[config.mk]
export PLATFORM = sky130hd
export DESIGN_NAME = mem_console_client_flat
export DESIGN_NICKNAME = d
export VERILOG_FILES = /design/src/rtl/mem_console_client_if.sv /design/src/rtl/mem_console_client.sv /design/src/flat_wrapper.sv
export SDC_FILE = /design/constraint.sdc
export NUM_CORES = 1
export LEC_CHECK = 0
export BUFFER_PORTS_ARGS = -buffer_cell sky130_fd_sc_hd__buf_2
export CORE_UTILIZATION = 43
export CTS_BUF_LIST = sky130_fd_sc_hd__clkbuf_4 sky130_fd_sc_hd__clkbuf_8 sky130_fd_sc_hd__clkbuf_16
export DETAILED_ROUTE_END_ITERATION = 8
export PLACE_DENSITY = 0.89
export SLEW_MARGIN = 20
export SYNTH_ARGS = -nofsm -noshare
export SYNTH_HDL_FRONTEND = slang
export SYNTH_SLANG_ARGS = --single-unit
[constraint.sdc]
create_clock -name clk -period 2.2 [get_ports clk]
set_input_delay 0.44 -clock clk [delete_from_list [all_inputs] [get_ports clk]]
set_output_delay 0.44 -clock clk [all_outputs]
set_load 0.005 [all_outputs]
[src/rtl/mem_console_client_if.sv]
// Memory network request/response channels for the console client.
// The client modport is the requester side; the server modport is the memory side.

interface MemNetReq #(
  parameter int p_opaq_bits = 8
);
  typedef struct packed {
    logic                   op;      // 0 = read, 1 = write
    logic [p_opaq_bits-1:0] opaque;
    logic [1:0]             origin;
    logic [31:0]            addr;
    logic [3:0]             len;
    logic [31:0]            data;
  } msg_t;

  logic val;
  logic rdy;
  msg_t msg;

  modport client (output val, output msg, input rdy);
  modport server (input val, input msg, output rdy);
endinterface

interface MemNetResp #(
  parameter int p_opaq_bits = 8
);
  typedef struct packed {
    logic                   op;
    logic [p_opaq_bits-1:0] opaque;
    logic [1:0]             origin;
    logic [31:0]            addr;
    logic [3:0]             len;
    logic [31:0]            data;
  } msg_t;

  logic val;
  logic rdy;
  msg_t msg;

  modport client (input val, input msg, output rdy);
  modport server (output val, output msg, input rdy);
endinterface

[src/rtl/mem_console_client.sv]
// Console echo client: reads one character from the STDIN address, writes it
// to the STDOUT address, and follows a carriage return with a line feed.
//
// state    | meaning
// ---------+--------------------------------------------
// IDLE     | waiting for en
// RD_REQ   | issuing the STDIN read
// RD_WAIT  | waiting for the read response (character)
// WR_REQ   | issuing the STDOUT write of the character
// WR_WAIT  | waiting for the write acknowledge
// LF_REQ   | issuing the STDOUT write of a line feed
// LF_WAIT  | waiting for the line-feed acknowledge

module mem_console_client #(
  parameter int         p_opaq_bits = 8,
  parameter logic [1:0] p_origin    = 2'd0
) (
  input  logic              clk,
  input  logic              rst,
  input  logic              en,
  MemNetReq.client          req,
  MemNetResp.client         resp,
  output logic              busy,
  output logic [15:0]       echo_count,
  output logic [7:0]        last_char,
  output logic              tag_err
);

  localparam logic [31:0] ADDR_STDOUT = 32'hF000_0000;
  localparam logic [31:0] ADDR_STDIN  = 32'hF000_0004;

  typedef enum logic [2:0] {
    S_IDLE, S_RD_REQ, S_RD_WAIT, S_WR_REQ, S_WR_WAIT, S_LF_REQ, S_LF_WAIT
  } state_t;

  state_t                 state_q, state_d;
  logic [p_opaq_bits-1:0] opaq_q, opaq_d;
  logic [p_opaq_bits-1:0] sent_q, sent_d;
  logic [15:0]            echo_q, echo_d;
  logic [7:0]             char_q, char_d;
  logic                   tag_q, tag_d;
  logic                   req_val_q, req_val_d;
  logic                   resp_rdy_q, resp_rdy_d;
  logic                   op_q, op_d;
  logic [31:0]            addr_q, addr_d;
  logic [31:0]            data_q, data_d;
  logic                   req_hs;
  logic                   resp_hs;

  // Handshake/response bookkeeping, FSM transitions and next request outputs.
  always_comb begin
    state_d    = state_q;
    opaq_d     = opaq_q;
    sent_d     = sent_q;
    echo_d     = echo_q;
    char_d     = char_q;
    tag_d      = tag_q;
    op_d       = op_q;
    addr_d     = addr_q;
    data_d     = data_q;

    req_hs  = req_val_q & req.rdy;
    resp_hs = resp_rdy_q & resp.val;

    if (req_hs) begin
      opaq_d = opaq_q + 1'b1;
      sent_d = opaq_q;
    end
    if (resp_hs && (resp.msg.opaque != sent_q)) begin
      tag_d = 1'b1;
    end

    case (state_q)
      S_IDLE:    if (en) state_d = S_RD_REQ;
      S_RD_REQ:  if (req_hs) state_d = S_RD_WAIT;
      S_RD_WAIT: if (resp_hs) begin
                   char_d  = resp.msg.data[7:0];
                   state_d = S_WR_REQ;
                 end
      S_WR_REQ:  if (req_hs) state_d = S_WR_WAIT;
      S_WR_WAIT: if (resp_hs) begin
                   if (char_q == 8'h0D) begin
                     state_d = S_LF_REQ;
                   end else begin
                     state_d = S_IDLE;
                     echo_d  = echo_q + 16'd1;
                   end
                 end
      S_LF_REQ:  if (req_hs) state_d = S_LF_WAIT;
      S_LF_WAIT: if (resp_hs) begin
                   state_d = S_IDLE;
                   echo_d  = echo_q + 16'd1;
                 end
      default:   state_d = S_IDLE;
    endcase

    // Outputs are registered off the next state so they line up with it.
    req_val_d  = (state_d == S_RD_REQ) || (state_d == S_WR_REQ) || (state_d == S_LF_REQ);
    resp_rdy_d = (state_d == S_RD_WAIT) || (state_d == S_WR_WAIT) || (state_d == S_LF_WAIT);

    case (state_d)
      S_RD_REQ: begin op_d = 1'b0; addr_d = ADDR_STDIN;  data_d = 32'h0; end
      S_WR_REQ: begin op_d = 1'b1; addr_d = ADDR_STDOUT; data_d = {24'b0, char_d}; end
      S_LF_REQ: begin op_d = 1'b1; addr_d = ADDR_STDOUT; data_d = 32'h0000_000A; end
      default:  ;
    endcase
  end

  // State and output registers with synchronous active-low reset.
  always_ff @(posedge clk) begin
    if (!rst) begin
      state_q    <= S_IDLE;
      opaq_q     <= '0;
      sent_q     <= '0;
      echo_q     <= '0;
      char_q     <= '0;
      tag_q      <= 1'b0;
      req_val_q  <= 1'b0;
      resp_rdy_q <= 1'b0;
      op_q       <= 1'b0;
      addr_q     <= '0;
      data_q     <= '0;
    end else begin
      state_q    <= state_d;
      opaq_q     <= opaq_d;
      sent_q     <= sent_d;
      echo_q     <= echo_d;
      char_q     <= char_d;
      tag_q      <= tag_d;
      req_val_q  <= req_val_d;
      resp_rdy_q <= resp_rdy_d;
      op_q       <= op_d;
      addr_q     <= addr_d;
      data_q     <= data_d;
    end
  end

  assign req.val    = req_val_q;
  assign req.msg    = {op_q, opaq_q, p_origin, addr_q, 4'd4, data_q};
  assign resp.rdy   = resp_rdy_q;
  assign busy       = (state_q != S_IDLE);
  assign echo_count = echo_q;
  assign last_char  = char_q;
  assign tag_err    = tag_q;

endmodule

[src/flat_wrapper.sv]
// flat-port wrapper written by rule: the top's interface ports become plain ports
module mem_console_client_flat 
#(
  parameter int         p_opaq_bits = 8,
  parameter logic [1:0] p_origin    = 2'd0
)
  (clk, rst, en, busy, echo_count, last_char, tag_err, req_val, req_msg, req_rdy, resp_val, resp_msg, resp_rdy);
  MemNetReq #(.p_opaq_bits(p_opaq_bits)) req_i ();
  MemNetResp #(.p_opaq_bits(p_opaq_bits)) resp_i ();
  input  logic clk;
  input  logic rst;
  input  logic en;
  output logic busy;
  output logic [15:0] echo_count;
  output logic [7:0] last_char;
  output logic tag_err;
  output wire logic [$bits(req_i.val)-1:0] req_val;
  output wire logic [$bits(req_i.msg)-1:0] req_msg;
  input wire logic [$bits(req_i.rdy)-1:0] req_rdy;
  input wire logic [$bits(resp_i.val)-1:0] resp_val;
  input wire logic [$bits(resp_i.msg)-1:0] resp_msg;
  output wire logic [$bits(resp_i.rdy)-1:0] resp_rdy;
  assign req_val = req_i.val;
  assign req_msg = req_i.msg;
  assign req_i.rdy = req_rdy;
  assign resp_i.val = resp_val;
  assign resp_i.msg = resp_msg;
  assign resp_rdy = resp_i.rdy;
  mem_console_client #(.p_opaq_bits(p_opaq_bits), .p_origin(p_origin)) u_core (.clk(clk), .rst(rst), .en(en), .req(req_i), .resp(resp_i), .busy(busy), .echo_count(echo_count), .last_char(last_char), .tag_err(tag_err));
endmodule
# --- After elaboration in Yosys (flattened, before gate mapping) ---
# Index checks and enable logic that the tools add are counted.
totals:
  ff_bits: 111
  latch_bits: 0
  ramBits: 0
  romBits: 0
  input_bits: 84
  out_inout_bits: 107
  wordCells: 62
  n_memories: 0
op_classes:
  add_sub_neg: 2
  n_mul: 0
  div: 0
  order_cmp: 0
  eq_ne: 17
  shifts: 0
  mux: 18
  bitwise_logic: 2
  reduce_logical: 12
ops:
  columns: ["operator", "count"]
  rows:
  - ["32-bit case mux with 3 select lines", 1]
  - ["32-bit case mux with 2 select lines", 1]
  - ["16-bit two-way mux", 3]
  - ["16-bit case mux with 2 select lines", 1]
  - ["3-bit two-way mux", 8]
  - ["3-bit case mux with 7 select lines", 1]
  - ["3-bit equality test, second input constant", 6]
  - ["16-bit by 1-bit adder with 16-bit output, second input constant", 1]
  - ["8-bit two-way mux", 2]
  - ["3-bit by 2-bit equality test with 1-bit output, second input constant", 4]
  - ["8-bit by 1-bit adder with 8-bit output, second input constant", 1]
  - ["8-bit by 4-bit equality test with 1-bit output, second input constant", 1]
  - ["8-bit != test", 1]
  - ["3-bit by 1-bit equality test with 1-bit output, second input constant", 2]
  - ["3-bit nonzero test", 2]
  - ["1-bit logical OR", 4]
  - ["2-bit by 1-bit != test with 1-bit output, second input constant", 2]
  - ["4-bit AND reduction", 1]
  - ["2-bit nonzero test", 2]
  - ["3-bit logical NOT", 1]
  - ["1-bit bitwise AND", 2]
  - ["2-bit != test, second input constant", 1]
  - ["1-bit case mux with 2 select lines", 1]
  - ["2-bit OR reduction", 1]
  - ["1-bit logical AND", 1]

# --- Longest topological paths before layout ---
logic_depth:
  word_depth: 7
  depth_mapped: 7
  ltp_nobuf: 5

# --- Worst setup path before layout ---
# Ideal clock, no wire load.
synth_path:
  kind: "register -> register"
  startpoint: "register u_core.char_q[5] (netlist: u_core.last_char[5])"
  endpoint: "register u_core.data_q[0]"
  setup_time_ps: 117
  arrival_ps: 1541
  t_required_ps: 2083
  setup_slack_ps: 542
  path_stages_with_launch: 7
  path_buffers: 1
  synth_period_minus_slack_ps: 1658
  cell_sequence: "dfxtp_1 -> nor4b_4 -> nand3_2 -> o22a_1 -> and2_1 -> buf_2 -> a22o_1"
synth_via:
  elab_chain_cells: 6
  elab_cells_between_ends: 9
  cone_classes: "4 x eq/ne; 4 x mux; 1 x reduce/logical"
synth_rtl:
  columns: ["item", "line", "text"]
  rows:
  - ["from (decl)", "mem_console_client.sv:40", "logic [7:0] char_q, char_d;"]
  - ["from (signal assigned)", "mem_console_client.sv:128", "char_q <= char_d;"]
  - ["8-bit by 4-bit equality test with 1-bit output (*)", "mem_console_client.sv:82", "if (char_q == 8'h0D) begin"]
  - ["3-bit two-way mux (*)", "mem_console_client.sv:82", null]
  - ["3-bit two-way mux (*)", "mem_console_client.sv:81", "S_WR_WAIT: if (resp_hs) begin"]
  - ["3-bit case mux with 7 select lines (*)", "mem_console_client.sv:73", "case (state_q)"]
  - ["3-bit equality test (tied with other cells)", "mem_console_client.sv:101", "case (state_d)"]
  - ["32-bit case mux with 3 select lines / 3-bit nonzero test (equally long branches)", null, null]
  - ["to (signal assigned)", "mem_console_client.sv:134", "data_q <= data_d;"]
  - ["to (decl)", "mem_console_client.sv:46", "logic [31:0] data_q, data_d;"]
# Every way passes the cells marked *; elsewhere a longest branch is shown, timed or not. The select of a mux whose other input is x is not followed.
# A chain may end at the register's enable or synchronous reset.

# --- Worst setup path in the final report ---
layout_path:
  startpoint: "register u_core.state_q[0]"
  endpoint: "register u_core.data_q[7]"
layout_via:
  elab_chain_cells: 4
  elab_cells_between_ends: 21
  cone_classes: "9 x eq/ne; 10 x mux; 2 x reduce/logical"
layout_rtl:
  columns: ["item", "line", "text"]
  rows:
  - ["from (decl)", "mem_console_client.sv:36", "state_t state_q, state_d;"]
  - ["from (signal assigned)", "mem_console_client.sv:124", "state_q <= state_d;"]
  - ["3-bit equality test (tied with other cells)", "mem_console_client.sv:73", null]
  - ["3-bit case mux with 7 select lines", "mem_console_client.sv:73", null]
  - ["3-bit equality test (tied with other cells)", "mem_console_client.sv:101", null]
  - ["32-bit case mux with 3 select lines / 3-bit nonzero test (equally long branches)", null, null]
# Parallel ways exist; a longest one is shown, timed or not. The select of a mux whose other input is x is not followed.

==> flow_summary.json <==
{
  "core_mm2": 0.00676,
  "dr.pass1.iters": 4,
  "synth_top_area_frac": 0.381,
  "cp-start-kind": "register",
  "grt_max_degree": 33,
  "drv_slew": 0,
  "row_count": 30,
  "n_fill_cell": 645,
  "yosysWarnings": 0,
  "path_cells": "nand2b_1 > a22o_1 > o22a_1 > and2_1 > a22o_1",
  "post_cts_resized": 0,
  "area_growth_pct": 14.3,
  "hold_end": "u_core.last_char[3]",
  "ant_nets": 0,
  "finish.net_count": 485,
  "synth_area_leaders": "dfxtp_1 38%, buf_4 15%, xnor2_1 3.8%",
  "synth-main-ff-cell": "dfxtp_1",
  "worstSetupPathType": "reg2reg",
  "setup_viol": 0,
  "die_y_um": 85.4,
  "yosysTopAreaCell": "dfxtp_1",
  "cpMaxStageDelayCell": "dfxtp_1",
  "grtUsageMet3": 0.0467,
  "cellPowerDensity_mw_per_mm2": 712,
  "busiest_layer": "met2",
  "gr-usage-met1": 0.197,
  "n_antenna_cell": 0,
  "setup_tns_ns": 0,
  "ir_drop_uv": 344,
  "routedWlPerCell_um": 12.5,
  "layout_common_cells": "70 x buf_2, 57 x conb_1, 57 x dfxtp_1, 29 x nand2_1, 18 x and2_1",
  "max_freq_mhz": 528,
  "grt_util_met2": 0.290,
  "final.period_utilization": 0.860,
  "status": "finished clean",
  "finalPower_mw": 2.43,
  "cts_tree": "yes",
  "grt_pass1_vias": 2169,
  "die_w_um": 85.4,
  "cts_max_level": 3,
  "async_flop_share": 0,
  "rr_worst_depth": 5,
  "rrSetupSlack_ns": 0.31,
  "clock-sinks": 57,
  "period_needed_ns": 1.89,
  "vias": 2388,
  "cp.arrival_ns": 2.13,
  "min_path_cells": 3,
  "maxCapViolCount": 0,
  "port_buffers": 70,
  "synth-edff-count": 0,
  "ys_seq_area_frac": 0.381,
  "critPathMaxStageDelay_ns": 0.61,
  "syn_area_mm2": 0.00299,
  "cts.clk_slew.worst_paths_ns": 0.07,
  "finalHoldViolCount": 0,
  "grt_usage": 0.173,
  "drt_iter0_drc": 104,
  "hold_buffers": 0,
  "cts_buffer_depth": 2,
  "p_leak_nw": 1.53,
  "pin_count": 191,
  "multi_input_area_mm2": 0.00153,
  "gp_congestion": 0.826,
  "hold_class": "in2reg",
  "insertion_delay_ns": 0.34,
  "regArea_mm2": 0.00114,
  "ys_ff_latch": 57,
  "wirelength_um": 6060,
  "synth.avg_cell_area_um2": 9.12,
  "dieArea_mm2": 0.00729,
  "antenna_found_initial": 0,
  "min_from": "resp_msg[3]",
  "reg2reg_from": "u_core.state_q[0]",
  "synthCells": 328,
  "initial_core_util": 0.443,
  "critical_path.most_common_cell": "a22o_1",
  "skew_ns": 0.00955,
  "ys_types": 49,
  "cp_max_fo": 14,
  "clockRootBuffer": "clkbuf_8",
  "hpwl_um": 4530,
  "worst_r2r_endpoint": "u_core.data_q[7]",
  "viasPerCell": 4.93,
  "post_cts_buffers": 0,
  "numCtsBuffers": 9,
  "final_common_cell": "buf_2",
  "rsz0062_at_grt": "false",
  "overflow": 0,
  "grt_pass1_wl_um": 9800,
  "drt_drc_violations_left": 0,
  "drive_above_1_share": 0.248,
  "worstPathRequired_ns": 2.43,
  "cp-end-kind": "register"
}
-- cells in the mapped netlist, types with 5 or more instances --
master    instances
a21boi_1          7
xor2_1           10
a22o_1            7
inv_1             5
dfxtp_1          57
mux2i_1           9
nor2_1            5
nor2b_1          11
buf_2             5
a21boi_0          9
buf_4            61
nand4_1          13
nand2_1          29
clkbuf_1          7
and2_1           18
xnor2_1          13
or3_1             6
-- worst max-delay path: cells and delay by family, from the launching register on --
kind	cells	cell delay (ns)
AOI/OAI and AO/OA	3	0.79
DFF	1	0.61
and+or+nand+nor	2	0.39
-- logic make-up (layout without fill, tap and decap cells) --
family	Yosys count	in the layout	share of synthesized area
and+or+nand+nor	104	104	0.201
muxes	9	9	0.0301
xor gates and xnor gates	23	23	0.0673
other	2	57	0.00251
AOI/OAI and AO/OA	53	53	0.133
DFF	57	57	0.381
adders and majority gates	2	2	0.00836
buffers and inverters	78	99	0.176
-- worst max-delay path by stage --
stage / cells past startpoint / slack (ns) / startpoint / end
3_3_place_gp: 5 / 0.34 / u_core.state_q[0] / u_core.data_q[4]
3_5_place_dp: 7 / 0.29 / resp_val / u_core.data_q[5]
6_report: 5 / 0.31 / u_core.state_q[0] / u_core.data_q[7]
5_1_grt: 5 / 0.17 / u_core.state_q[0] / u_core.data_q[3]
4_1_cts: 5 / 0.32 / u_core.state_q[0] / u_core.data_q[3]
2_1_floorplan: 6 / 0.54 / u_core.last_char[5] / u_core.data_q[0]
-- registers in the layout, summed over array words and instances (netlist names) --
register and count:
u_core.opaq_q 8, u_core.echo_count 16, u_core.tag_err 1, u_core.state_q 3, u_core.op_q 1, u_core.addr_q 2, u_core.req.val 1, u_core.last_char 8
u_core.resp.rdy 1, u_core.sent_q 8, u_core.data_q 8
-- stage by stage --
stage	area (um^2)	util	cells	worst slack, ns	hold slack [ns]
2_1_floorplan	3200	-	383	0.542	0.455
3_3_place_gp	3200	0.474	468	0.339	0.446
3_5_place_dp	3200	0.474	468	0.285	0.455
4_1_cts	3420	0.506	484	0.319	0.376
5_1_grt	3420	0.506	484	0.167	0.389
6_report	3420	0.506	484	0.308	0.385
-- layer usage --
metal,vias to the layer above,wire length (um)
met3,17,313
met4,0,165
met1,1128,2560
met2,91,3020
met5,-,0
li1,1152,-
-- final cells by class --
class,count,area share
tap,80,0.0293
clock inverter,5,0.0234
inverter,5,0.00549
sequential,57,0.334
multi-input combinational,248,0.447
timing repair buffer,78,0.120
clock buffer,11,0.0406
-- where the power goes --
group | switching [mW] | total (mW) | internal, mW
combinational | 0.141 | 0.253 | 0.112
sequential | 0.0374 | 1.10 | 1.06
clock | 0.418 | 1.08 | 0.661
total | 0.596 | 2.43 | 1.84
(Power assumes the default switching activity.)
